## config.mk

```make
export PLATFORM = sky130hd
export DESIGN_NAME = band_scale_seq
export DESIGN_NICKNAME = d
export VERILOG_FILES = /design/src/rtl/band_scale_seq.sv
export SDC_FILE = /design/constraint.sdc
export NUM_CORES = 1
export LEC_CHECK = 0
export CAP_MARGIN = 15
export CORE_MARGIN = 4
export CORE_UTILIZATION = 25
export DETAILED_ROUTE_END_ITERATION = 16
export SETUP_SLACK_MARGIN = 0.5
export SYNTH_ARGS = -nofsm -noshare
export SYNTH_HDL_FRONTEND = slang
export SYNTH_SLANG_ARGS = --single-unit
```

## constraint.sdc

```tcl
create_clock -name clk -period 9.3 [get_ports clk]
set_input_delay 1.395 -clock clk [delete_from_list [all_inputs] [get_ports clk]]
set_output_delay 1.395 -clock clk [all_outputs]
set_load 0.02 [all_outputs]
```

## src/rtl/band_scale_seq.sv

```systemverilog
// Time-multiplexed equalizer band gain: each band's audio is scaled by the square of its pot.
// A single squarer and a single 13x16 multiplier are shared across all bands in sequence.
module band_scale_seq #(
   parameter int NUM_BANDS = 5
) (
   input  logic                     clk,
   input  logic                     rst_n,
   input  logic                     vld,
   input  logic [12*NUM_BANDS-1:0]  pot,
   input  logic [16*NUM_BANDS-1:0]  audio,
   output logic [16*NUM_BANDS-1:0]  scaled,
   output logic [15:0]              eq_out,
   output logic                     out_vld,
   output logic                     busy,
   output logic                     overrun
);

   typedef enum logic [1:0] {IDLE, SQ, SC, DONE} state_t;

   state_t                    state;
   logic [2:0]                band;
   logic [12*NUM_BANDS-1:0]   pot_cap;
   logic [16*NUM_BANDS-1:0]   audio_cap;
   logic [16*NUM_BANDS-1:0]   work;
   logic [11:0]               sq_p0;

   logic [11:0]               pot_sel;
   logic signed [15:0]        aud_sel;
   logic [11:0]               sq_hi;
   logic signed [12:0]        coef;
   logic signed [28:0]        prod;
   logic signed [18:0]        sum;

   function automatic logic [15:0] sat_prod(input logic signed [28:0] p);
      if (p[28:25] == 4'b0000 || p[28:25] == 4'b1111)
         return p[25:10];
      else if (!p[28])
         return 16'h7FFF;
      else
         return 16'h8000;
   endfunction

   function automatic logic [15:0] sat_sum(input logic signed [18:0] s);
      if (s > 19'sd32767)
         return 16'h7FFF;
      else if (s < -19'sd32768)
         return 16'h8000;
      else
         return s[15:0];
   endfunction

   // Shared squarer: only the top 12 bits of the 24-bit square feed the scaler
   assign pot_sel = pot_cap[12*int'(band) +: 12];
   assign sq_hi   = 12'((24'(pot_sel) * 24'(pot_sel)) >> 12);

   // Shared multiplier: positive 13-bit gain times signed band audio
   assign aud_sel = $signed(audio_cap[16*int'(band) +: 16]);
   assign coef    = $signed({1'b0, sq_p0});
   assign prod    = coef * aud_sel;

   always_comb begin
      sum = '0;
      for (int i = 0; i < NUM_BANDS; i++)
         sum = sum + 19'($signed(work[16*i +: 16]));
   end

   always_ff @(posedge clk or negedge rst_n) begin
      if (!rst_n) begin
         state     <= IDLE;
         band      <= '0;
         pot_cap   <= '0;
         audio_cap <= '0;
         work      <= '0;
         sq_p0     <= '0;
         scaled    <= '0;
         eq_out    <= '0;
         out_vld   <= 1'b0;
         busy      <= 1'b0;
         overrun   <= 1'b0;
      end else begin
         out_vld <= 1'b0;
         overrun <= 1'b0;
         case (state)
            IDLE: begin
               if (vld) begin
                  pot_cap   <= pot;
                  audio_cap <= audio;
                  band      <= '0;
                  busy      <= 1'b1;
                  state     <= SQ;
               end
            end
            SQ: begin
               sq_p0   <= sq_hi;
               overrun <= vld;
               state   <= SC;
            end
            SC: begin
               work[16*int'(band) +: 16] <= sat_prod(prod);
               overrun <= vld;
               if (band == 3'(NUM_BANDS - 1)) begin
                  busy  <= 1'b0;
                  state <= DONE;
               end else begin
                  band  <= band + 3'd1;
                  state <= SQ;
               end
            end
            DONE: begin
               // Publish all bands and the sum together on one edge
               scaled  <= work;
               eq_out  <= sat_sum(sum);
               out_vld <= 1'b1;
               if (vld) begin
                  pot_cap   <= pot;
                  audio_cap <= audio;
                  band      <= '0;
                  busy      <= 1'b1;
                  state     <= SQ;
               end else begin
                  state <= IDLE;
               end
            end
            default: state <= IDLE;
         endcase
      end
   end

endmodule
```

==> results of run 1 <==
-- layout make-up --
class                      instances  area share
multi-input combinational       1537       0.507
sequential                       336       0.266
timing repair buffer             283      0.0864
tap                             1380      0.0546
inverter                         379      0.0450
clock buffer                      54      0.0368
clock inverter                    16     0.00419
antenna                            1   0.0000791
-- final timing paths --
| path | from | endpoint | slack [ps] |
|---|---|---|---|
| max | band[0] | work[3] | 1030 |
| min | scaled[3] | scaled[3] | 500 |
| max reg2reg | band[0] | work[3] | 1030 |
| min reg2reg | scaled[3] | scaled[3] | 500 |
| max in group asynchronous | rst_n | scaled[77] | 6330 |
| min in group asynchronous | rst_n | scaled[64] | 790 |
-- through the flow --
stage                      util  setup WS [ps]  cell area, um^2
after floorplan               -           1280            26300
after global placement    0.292           1170            30300
after detailed placement  0.292           1130            30300
after CTS                 0.304           1080            31600
after global routing      0.304            529            31600
final                     0.304           1030            31600
-- critical path, cell delays in order (launching register included) --
cell and delay (ps):
dfrtp_4 690, nor2b_2 430, a21oi_1 120, o22ai_1 740
nand2_1 210, fa_1 570, inv_1 50, fa_1 460
fa_1 520, fa_1 540, inv_1 50, fa_1 530
inv_1 50, ha_1 350, nor2b_1 150, o21ai_0 250
a21oi_1 190, a211oi_2 470, o41ai_1 160, xor2_1 250
nor3_2 70, buf_4 180, o31ai_1 860, a22o_1 250
-- metal layers --
| metal | global-route usage | wire, um |
|---|---|---|
| met1 | 0.178 | 32600 |
| met2 | 0.201 | 31600 |
| met3 | 0.0289 | 4350 |
| met4 | 0.0214 | 1070 |
| met5 | 0 | 50 |
-- state kept, by name (all words and copies together), names as in the netlist --
name,cells
sq_p0,12
audio_cap,80
band,3
state,2
eq_out,16
scaled,80
out_vld,1
busy,1
work,80
overrun,1
pot_cap,60
-- cell families after synthesis --
family / Yosys count / share of synthesized area
flops: 336 / 0.320
mux: 285 / 0.121
simple gates: 428 / 0.0794
compound gates: 312 / 0.0873
buf+inv: 484 / 0.0704
fa+ha+maj: 453 / 0.303
xor+xnor: 59 / 0.0197
-- Yosys cell counts (all sizes together), types with 3 or more instances --
library cell,n
xor2,19
a21oi,78
o31ai,20
nand2,137
a311oi,3
clkbuf,85
o22a,8
a221o,12
a211oi,3
nand2b,14
ha,149
nor2,98
nor3,11
inv,379
mux2,233
xnor2,40
dfrtp,336
buf,20
or3,5
mux2i,50
o21ai,38
o21a,4
o21bai,7
nand4,6
nand3b,3
a22o,75
o41ai,4
nor2b,17
nand3,16
a21o,15
and3,13
o221a,5
or2,19
and4,3
and2,79
a31oi,10
o22ai,14
fa,304
==> metrics.md, run 1 <==
| Metric | Value |
|---|---|
| Status | `completed` |
| RD Place Congestion | `between 0.8 and 0.9` |
| Top post-synthesis cells by area | `dfrtp_1, fa_1, mux2_2` |
| R2R depth | `23` |
| Dpl cells | `just under 4000` |
| Area of the multi-input gates | `approximately 16000 um^2` |
| Root buffer cell | `clkbuf_16` |
| Final cycle utilization of the critical path | `0.889` |
| FMAX | `121 MHz` |
| Initial DRT Pass Iterations | `5` |
| # IOs | `approximately 240` |
| CP Data Arrival Time | `8750 ps` |
| Share of Yosys cell area claimed by the top area cell type | `0.320` |
| # fillers | `10693` |
| Clock-pin slew on the worst setup and hold paths | `70 ps` |
| Slew @ Worst Pin | `between 1000 and 1500 ps` |
| Post-synthesis async set-or-reset flop share | `1.00` |
| Starting Density | `0.253` |
| Syn Inst Count | `~2400` |
| Routed length per instance | `about 17 um` |
| H-tree Lvls | `2` |
| CTS Sinks | `336` |
| Hold buffer count at cts | `0` |
| Final Hold Vio Count | `0` |
| Worst Path Required | `9780 ps` |
| Nets | `~3200` |
| Core area | `104000 um^2` |
| Slew headroom | `0.283` |
| Final Skew | `13.7 ps` |
| Count of cell types in the netlist | `66` |
| Crit path time final | `approximately 8300 ps` |
| DP HPWL | `55500 um` |
| Commonest non-fill, non-tap cell in the layout | `inv_1` |
| Share of layout cells above drive strength 1 | `0.149` |
| DRT iter0 DRCs | `904` |
| Synth area leader | `dfrtp_1` |
| CP Capture Type | `flop` |
| Post-DRT Antenna Nets | `0` |
| Mapped Nets | `2953` |
| Initial antenna violation count | `10` |
| Max-slew violation count | `0` |
| Maximum clock path buffer count | `3` |
| Vias per cell | `4.41` |
| Setup bufs post-CTS | `0` |
| Vias in the first global route | `18574` |
| Hold WC Path Type | `reg2reg` |
| Non-Filler Instances | `between 3000 and 4000` |
| Row count | `118` |
| Reg area | `8410 um^2` |
| Most frequent cells in the layout | `inv_1, dfrtp_1, fa_1` |
| Crit path kind | `reg2reg` |
| Routed WL | `~70000 um` |
| Area growth, synth to finish | `20.4%` |
| Worst-Skew Late Latency | `560 ps` |
| Syn. warnings | `0` |
| Crit path max fanout | `26` |
| Setup-failing EPs final | `0` |
| Global-route wire length before repair | `between 100000 and 150000 um` |
| Via count | `17576` |
| GR Overflow Total | `0` |
| Synthesis-stage register bit count | `336` |
| Post-cts sizing count | `0` |
| Die area | `110000 um^2` |
| Hold Crit Depth | `1` |
| Seq/Total Area, Yosys | `0.320` |
| Synth Cell Area | `26300 um^2` |
| TritonCTS clock tree | `yes` |
| Die X | `332 um` |
| Port buffer count | `between 200 and 250` |
| Fin Hold WS | `between 500 and 600 ps` |
| Max-cap viol count | `0` |
| Setup tns final | `0 ps` |
| DRC | `0` |
| Main synth FF type | `dfrtp_1` |
| RSZ-0062 raised after global routing | `false` |
| All-Layer GR Usage | `0.126` |
| Syn avg cell area | `11.1 um^2` |
| Die Y | `332 um` |
| Startpoint types | `flop` |
| EDFF count, synth | `0` |
| Largest net degree at the start of global routing | `83` |
| Clock buffer count from CTS | `40` |
Power of run 1 is not shown: default switching activity piles up to over one toggle a cycle in this logic, so the estimate is an artifact.
==> inputs of run 2 (changes only) <==
--- a/config.mk
+++ b/config.mk
@@ -6,8 +6,8 @@
 export NUM_CORES = 1
 export LEC_CHECK = 0
 export CAP_MARGIN = 15
-export CORE_MARGIN = 4
 export CORE_UTILIZATION = 25
+export CTS_CLUSTER_SIZE = 8
 export DETAILED_ROUTE_END_ITERATION = 16
 export SETUP_SLACK_MARGIN = 0.5
 export SYNTH_ARGS = -nofsm -noshare
==> metrics.md, run 2 (same netlist as run 1, synthesis figures left out) <==
| Metric | Value |
|---|---|
| Hold WC Path Type | `reg2reg` |
| Status | `completed` |
| Largest regs | `audio_cap x80, scaled x80, work x80` |
| Slew @ Worst Pin | `1120 ps (+58.8 ps)` |
| Post-DRT Antenna Nets | `0 (unchanged)` |
| Area of the multi-input gates | `16100 um^2 (about the same)` |
| GR Overflow Total | `0 (unchanged)` |
| Crit-path max cell delay | `700 ps (-160 ps)` |
| Port buffer count | `241 (unchanged)` |
| Slowest CP cell | `fa_1` |
| RSZ-0062 raised after global routing | `false` |
| Crit path cell chain | `mux4_2 -> a21oi_1 -> buf_4 -> nand2b_1 -> inv_1 -> fa_1 -> inv_1 -> fa_1 -> inv_1 -> fa_1 -> fa_1 -> inv_1 -> fa_1 -> inv_1 -> ha_1 -> nand2_1 -> nor4_1 -> a311oi_1 -> a21oi_1 -> nand3_1 -> a311oi_4 -> buf_4 -> a22o_1` |
| Reg2reg start | `band[0]` |
| H-tree Lvls | `2 (unchanged)` |
| Worst setup path startpoint | `band[0]` |
| DRT iter0 DRCs | `1140 (+26%)` |
| Maximum clock path buffer count | `3 (unchanged)` |
| Routed length per instance | `17.5 um (+0.28%)` |
| Starting Density | `0.253 (+0.000360)` |
| Startpoint types | `flop` |
| CP Buf/Inv Count | `7 (+3)` |
| Die X | `326 um (-1.8%)` |
| Most frequent cells in the layout | `inv_1, dfrtp_1, fa_1` |
| Commonest non-fill, non-tap cell in the layout | `inv_1` |
| CTS Sinks | `336 (unchanged)` |
| Row count | `118 (unchanged)` |
| TritonCTS clock tree | `yes` |
| # fillers | `10579 (-1.1%)` |
| Root buffer cell | `clkbuf_16` |
| CP Data Arrival Time | `8560 ps (-190 ps)` |
| Nets | `3183 (+0.32%)` |
| Reg area | `8420 um^2 (about the same)` |
| DRC | `0 (unchanged)` |
| Setup tns final | `0 ps (unchanged)` |
| Global-route wire length before repair | `110000 um (-0.99%)` |
| FMAX | `124 MHz (+2.5%)` |
| Vias per cell | `4.43 (+0.43%)` |
| Levels on crit path | `23 (unchanged)` |
| Final Hold Vio Count | `0 (unchanged)` |
| Share of layout cells above drive strength 1 | `0.146 (-0.00218)` |
| Die area | `106000 um^2 (-3.6%)` |
| Worst Path Required | `9800 ps (+20 ps)` |
| Max-cap viol count | `0 (unchanged)` |
| R2R depth | `23 (unchanged)` |
| Slew headroom | `0.250 (-0.0331)` |
| Crit path time final | `8060 ps (-201 ps)` |
| Clock buffer count from CTS | `49 (+23%)` |
| R2r setup slk | `1240 ps (+200 ps)` |
| Via count | `17612 (+0.20%)` |
| # IOs | `242 (unchanged)` |
| Clock-pin slew on the worst setup and hold paths | `60 ps (about the same)` |
| Worst-Skew Late Latency | `590 ps (+30 ps)` |
| Crit path kind | `reg2reg` |
| Vias in the first global route | `18330 (-1.3%)` |
| All-Layer GR Usage | `0.132 (+0.00548)` |
| Post-route core utilization | `0.306 (+0.00182)` |
| Crit path max fanout | `19 (-27%)` |
| Area growth, synth to finish | `21.0%` |
| Initial DRT Pass Iterations | `5 (unchanged)` |
| Setup-failing EPs final | `0 (unchanged)` |
| R2r endpoint | `work[41]` |
| Max-slew violation count | `0 (unchanged)` |
| Final Skew | `23.6 ps (+9.92 ps)` |
| Core area | `104000 um^2 (-0.14%)` |
| CP Capture Type | `flop` |
| Largest net degree at the start of global routing | `151 (+82%)` |
| Crit path max-delay family | `adder cells` |
| DP HPWL | `54300 um (-2.1%)` |
| Initial antenna violation count | `7 (-3)` |
| RD Place Congestion | `0.838 (-3.3%)` |
| Final cycle utilization of the critical path | `0.867 (-0.0216)` |
| Die Y | `326 um (-1.8%)` |
| Routed WL | `69700 um (about the same)` |
| End point of the critical path | `work[41]` |
run 2: area by class of cell:
cell class / count / area share
Multi-Input combinational cell: 1537 / 0.505
Antenna cell: 1 / 0.0000787
Clock inverter: 4 / 0.00161
Timing Repair Buffer: 284 / 0.0884
Sequential cell: 336 / 0.265
Clock buffer: 56 / 0.0407
Tap cell: 1380 / 0.0543
Inverter: 379 / 0.0448
run 2: how the worst min path moves through the flow:
stage	from	to	slack, ps	cells past startpoint
after floorplan	audio_cap[79]	audio_cap[79]	470	1
after global placement	audio_cap[64]	audio_cap[64]	480	1
after detailed placement	pot_cap[26]	pot_cap[26]	490	1
after CTS	pot_cap[26]	pot_cap[26]	500	1
after global routing	pot_cap[25]	pot_cap[25]	510	1
final	audio_cap[16]	audio_cap[16]	500	1
run 2: through the flow:
step / area, um^2 / instances / hold slack, ps / setup WS (ps)
after floorplan: 26300 / 2357 / 472 / 1280
after global placement: 30400 / 3913 / 484 / 1170
after detailed placement: 30400 / 3913 / 492 / 1010
after CTS: 31700 / 3973 / 504 / 960
after global routing: 31800 / 3977 / 515 / 625
final: 31800 / 3977 / 501 / 1240
run 2: worst register-to-register path, cell delays in order, from the launching register on:
cell	delay (ps)
dfrtp_4	660
mux4_2	610
a21oi_1	260
buf_4	230
nand2b_1	170
inv_1	110
fa_1	700
inv_1	120
fa_1	660
inv_1	100
fa_1	510
fa_1	550
inv_1	60
fa_1	530
inv_1	40
ha_1	400
nand2_1	130
nor4_1	460
a311oi_1	170
a21oi_1	240
nand3_1	410
a311oi_4	400
buf_4	300
a22o_1	170
run 2: repair_timing:
action / 4_1_cts / 5_1_grt
gates resized for setup: 0 / 4
setup buffers: 0 / 3
hold buffers: 0 / 0
hold endpoints to repair: 0 / 0
endpoints found under the setup margin: 0 / 55
run 2: layer usage:
| metal | track usage | vias to the layer above | wire (um) |
|---|---|---|---|
| li1 | - | 8176 | - |
| met1 | 0.189 | 8911 | 33400 |
| met2 | 0.201 | 429 | 31100 |
| met3 | 0.0285 | 88 | 4020 |
| met4 | 0.0302 | 8 | 1200 |
| met5 | 0 | - | 44 |
Power of run 2 is left out for the same reason.
==> inputs of run 3 (changes only) <==
--- a/config.mk
+++ b/config.mk
@@ -9,6 +9,7 @@
 export CORE_UTILIZATION = 25
 export CTS_CLUSTER_SIZE = 8
 export DETAILED_ROUTE_END_ITERATION = 16
+export GPL_ROUTABILITY_DRIVEN = 0
 export SETUP_SLACK_MARGIN = 0.5
 export SYNTH_ARGS = -nofsm -noshare
 export SYNTH_HDL_FRONTEND = slang
==> constraint.sdc (replaced) <==
create_clock -name clk -period 9.3 [get_ports clk]
set_input_delay 1.86 -clock clk [delete_from_list [all_inputs] [get_ports clk]]
set_output_delay 1.86 -clock clk [all_outputs]
set_load 0.02 [all_outputs]
==> metrics.md, run 3 (same netlist as run 1, synthesis figures left out) <==
| Metric | Value |
|---|---|
| Setup-failing EPs final | `0 (unchanged)` |
| Via count | `17536 (-0.43%)` |
| Slew headroom | `0.262 (+0.0114)` |
| Die X | `326 um (unchanged)` |
| Starting Density | `0.253 (unchanged)` |
| Initial DRT Pass Iterations | `5 (unchanged)` |
| CTS Sinks | `336 (unchanged)` |
| Commonest non-fill, non-tap cell in the layout | `inv_1` |
| Global route hottest layer | `met2` |
| FMAX | `123 MHz (-1.2%)` |
| Grt met1 use | `0.186 (-0.00255)` |
| Status | `completed` |
| Vias per cell | `4.41 (-0.43%)` |
| TritonCTS clock tree | `yes` |
| Share of layout cells above drive strength 1 | `0.146 (-0.000329)` |
| Largest regs | `audio_cap x80, scaled x80, work x80` |
| Global-route wire length before repair | `110000 um (+0.16%)` |
| Vias in the first global route | `18584 (+1.4%)` |
| Hold WC Path Type | `reg2reg` |
| Post-DRT Antenna Nets | `0 (unchanged)` |
| RSZ-0062 raised after global routing | `false` |
| Slew @ Worst Pin | `1110 ps (-17.1 ps)` |
| Post-cts sizing count | `0 (unchanged)` |
| Nets | `3182 (-0.031%)` |
| Final Skew | `11.5 ps (-12.1 ps)` |
| CP Capture Type | `flop` |
| Crit path time final | `8160 ps (+96.4 ps)` |
| GR Overflow Total | `0 (unchanged)` |
| Port buffer count | `241 (unchanged)` |
| Core area | `104000 um^2 (unchanged)` |
| Crit path max fanout | `36 (+17)` |
| Maximum clock path buffer count | `3 (unchanged)` |
| H-tree Lvls | `2 (unchanged)` |
| Crit path kind | `reg2reg` |
| DP HPWL | `54100 um (-0.45%)` |
| Final cycle utilization of the critical path | `0.878 (+0.0104)` |
| All-Layer GR Usage | `0.131 (-0.000630)` |
| # IOs | `242 (unchanged)` |
| Setup bufs post-CTS | `0 (unchanged)` |
| DRT iter0 DRCs | `1085 (-4.8%)` |
| Row count | `118 (unchanged)` |
| Dpl cells | `3914 (+0.026%)` |
| Routed WL | `68600 um (-1.6%)` |
| Area growth, synth to finish | `20.9% (about the same)` |
| CP Data Arrival Time | `8670 ps (+110 ps)` |
| Startpoint types | `flop` |
| Die Y | `326 um (unchanged)` |
| Routed length per instance | `17.2 um (-1.6%)` |
| Die area | `106000 um^2 (unchanged)` |
| Clock buffer count from CTS | `50 (+2.0%)` |
| Met2 Usage GRT | `0.202 (about the same)` |
| Initial antenna violation count | `8 (+1)` |
| Root buffer cell | `clkbuf_16` |
| Post-route core utilization | `0.306 (about the same)` |
| Non-Filler Instances | `3977 (unchanged)` |
| DRC | `0 (unchanged)` |
| Worst Path Required | `9810 ps (about the same)` |
| Worst-Skew Late Latency | `580 ps (about the same)` |
| Max-cap viol count | `0 (unchanged)` |
| Max-slew violation count | `0 (unchanged)` |
| Largest net degree at the start of global routing | `174 (+15%)` |
| Hold buffer count at cts | `0 (unchanged)` |
| Most frequent cells in the layout | `inv_1, dfrtp_1, fa_1` |
| Fin Hold WS | `501 ps (+0.0350 ps)` |
| Final Hold Vio Count | `0 (unchanged)` |
| Clock-pin slew on the worst setup and hold paths | `50 ps (about the same)` |
| # fillers | `10597 (+0.17%)` |
| GR met3 Demand/Resource | `0.0297 (+0.00116)` |
| Setup tns final | `0 ps (unchanged)` |
run 3: changes by cell type in the layout (fill, tap and decap cells not counted), sizes merged:
cell,delta
buf,-2
clkbuf,+1
diode,+1
run 3: cell type report:
type | count | area [um^2] | area share
diodes | 2 | 5.00 | 0.000158
flip-flops and latches | 336 | 8410 | 0.265
repair buffers | 282 | 2750 | 0.0866
multi-input cells | 1537 | 16000 | 0.505
well taps | 1380 | 1730 | 0.0544
inverters | 379 | 1420 | 0.0448
clock inverters | 4 | 55.1 | 0.00173
clock buffers | 57 | 1340 | 0.0422
run 3: critical path, stage by stage, from the launching register on:
cell	delay, ps
dfrtp_4	750
mux4_2	600
a21oi_1	270
buf_4	230
nor2b_1	80
fa_1	590
inv_1	70
fa_1	650
inv_1	230
fa_1	540
fa_1	480
inv_1	50
fa_1	520
inv_1	40
ha_1	400
and4_1	270
and3_1	180
a21oi_1	160
nand2b_1	70
a31oi_1	180
o41ai_1	120
xor2_1	230
nor3_2	70
buf_4	190
o31ai_1	860
a22o_1	240
run 3: through the flow:
step                      worst slack, ps  area, um^2
after CTS                            1040       31800
after detailed placement             1060       30400
after floorplan                      1280       26300
after global routing                  633       31800
after global placement               1170       30400
final                                1140       31800
run 3: per-layer routing:
metal / part of all wire / routed length, um
met2: 0.44 / 30400
met5: 0.00083 / 57
met1: 0.48 / 32900
met4: 0.018 / 1230
met3: 0.059 / 4040
run 3: final timing paths:
kind	end	startpoint	slack, ps	cells after the start
worst max-delay path	work[11]	band[0]	1140	25
worst min-delay path	audio_cap[55]	audio_cap[55]	500	1
worst max register to register	work[11]	band[0]	1140	25
worst min register to register	audio_cap[55]	audio_cap[55]	500	1
max in group asynchronous	audio_cap[59]	rst_n	6460	2
min in group asynchronous	scaled[49]	rst_n	1220	1
Power of run 3 is left out for the same reason.
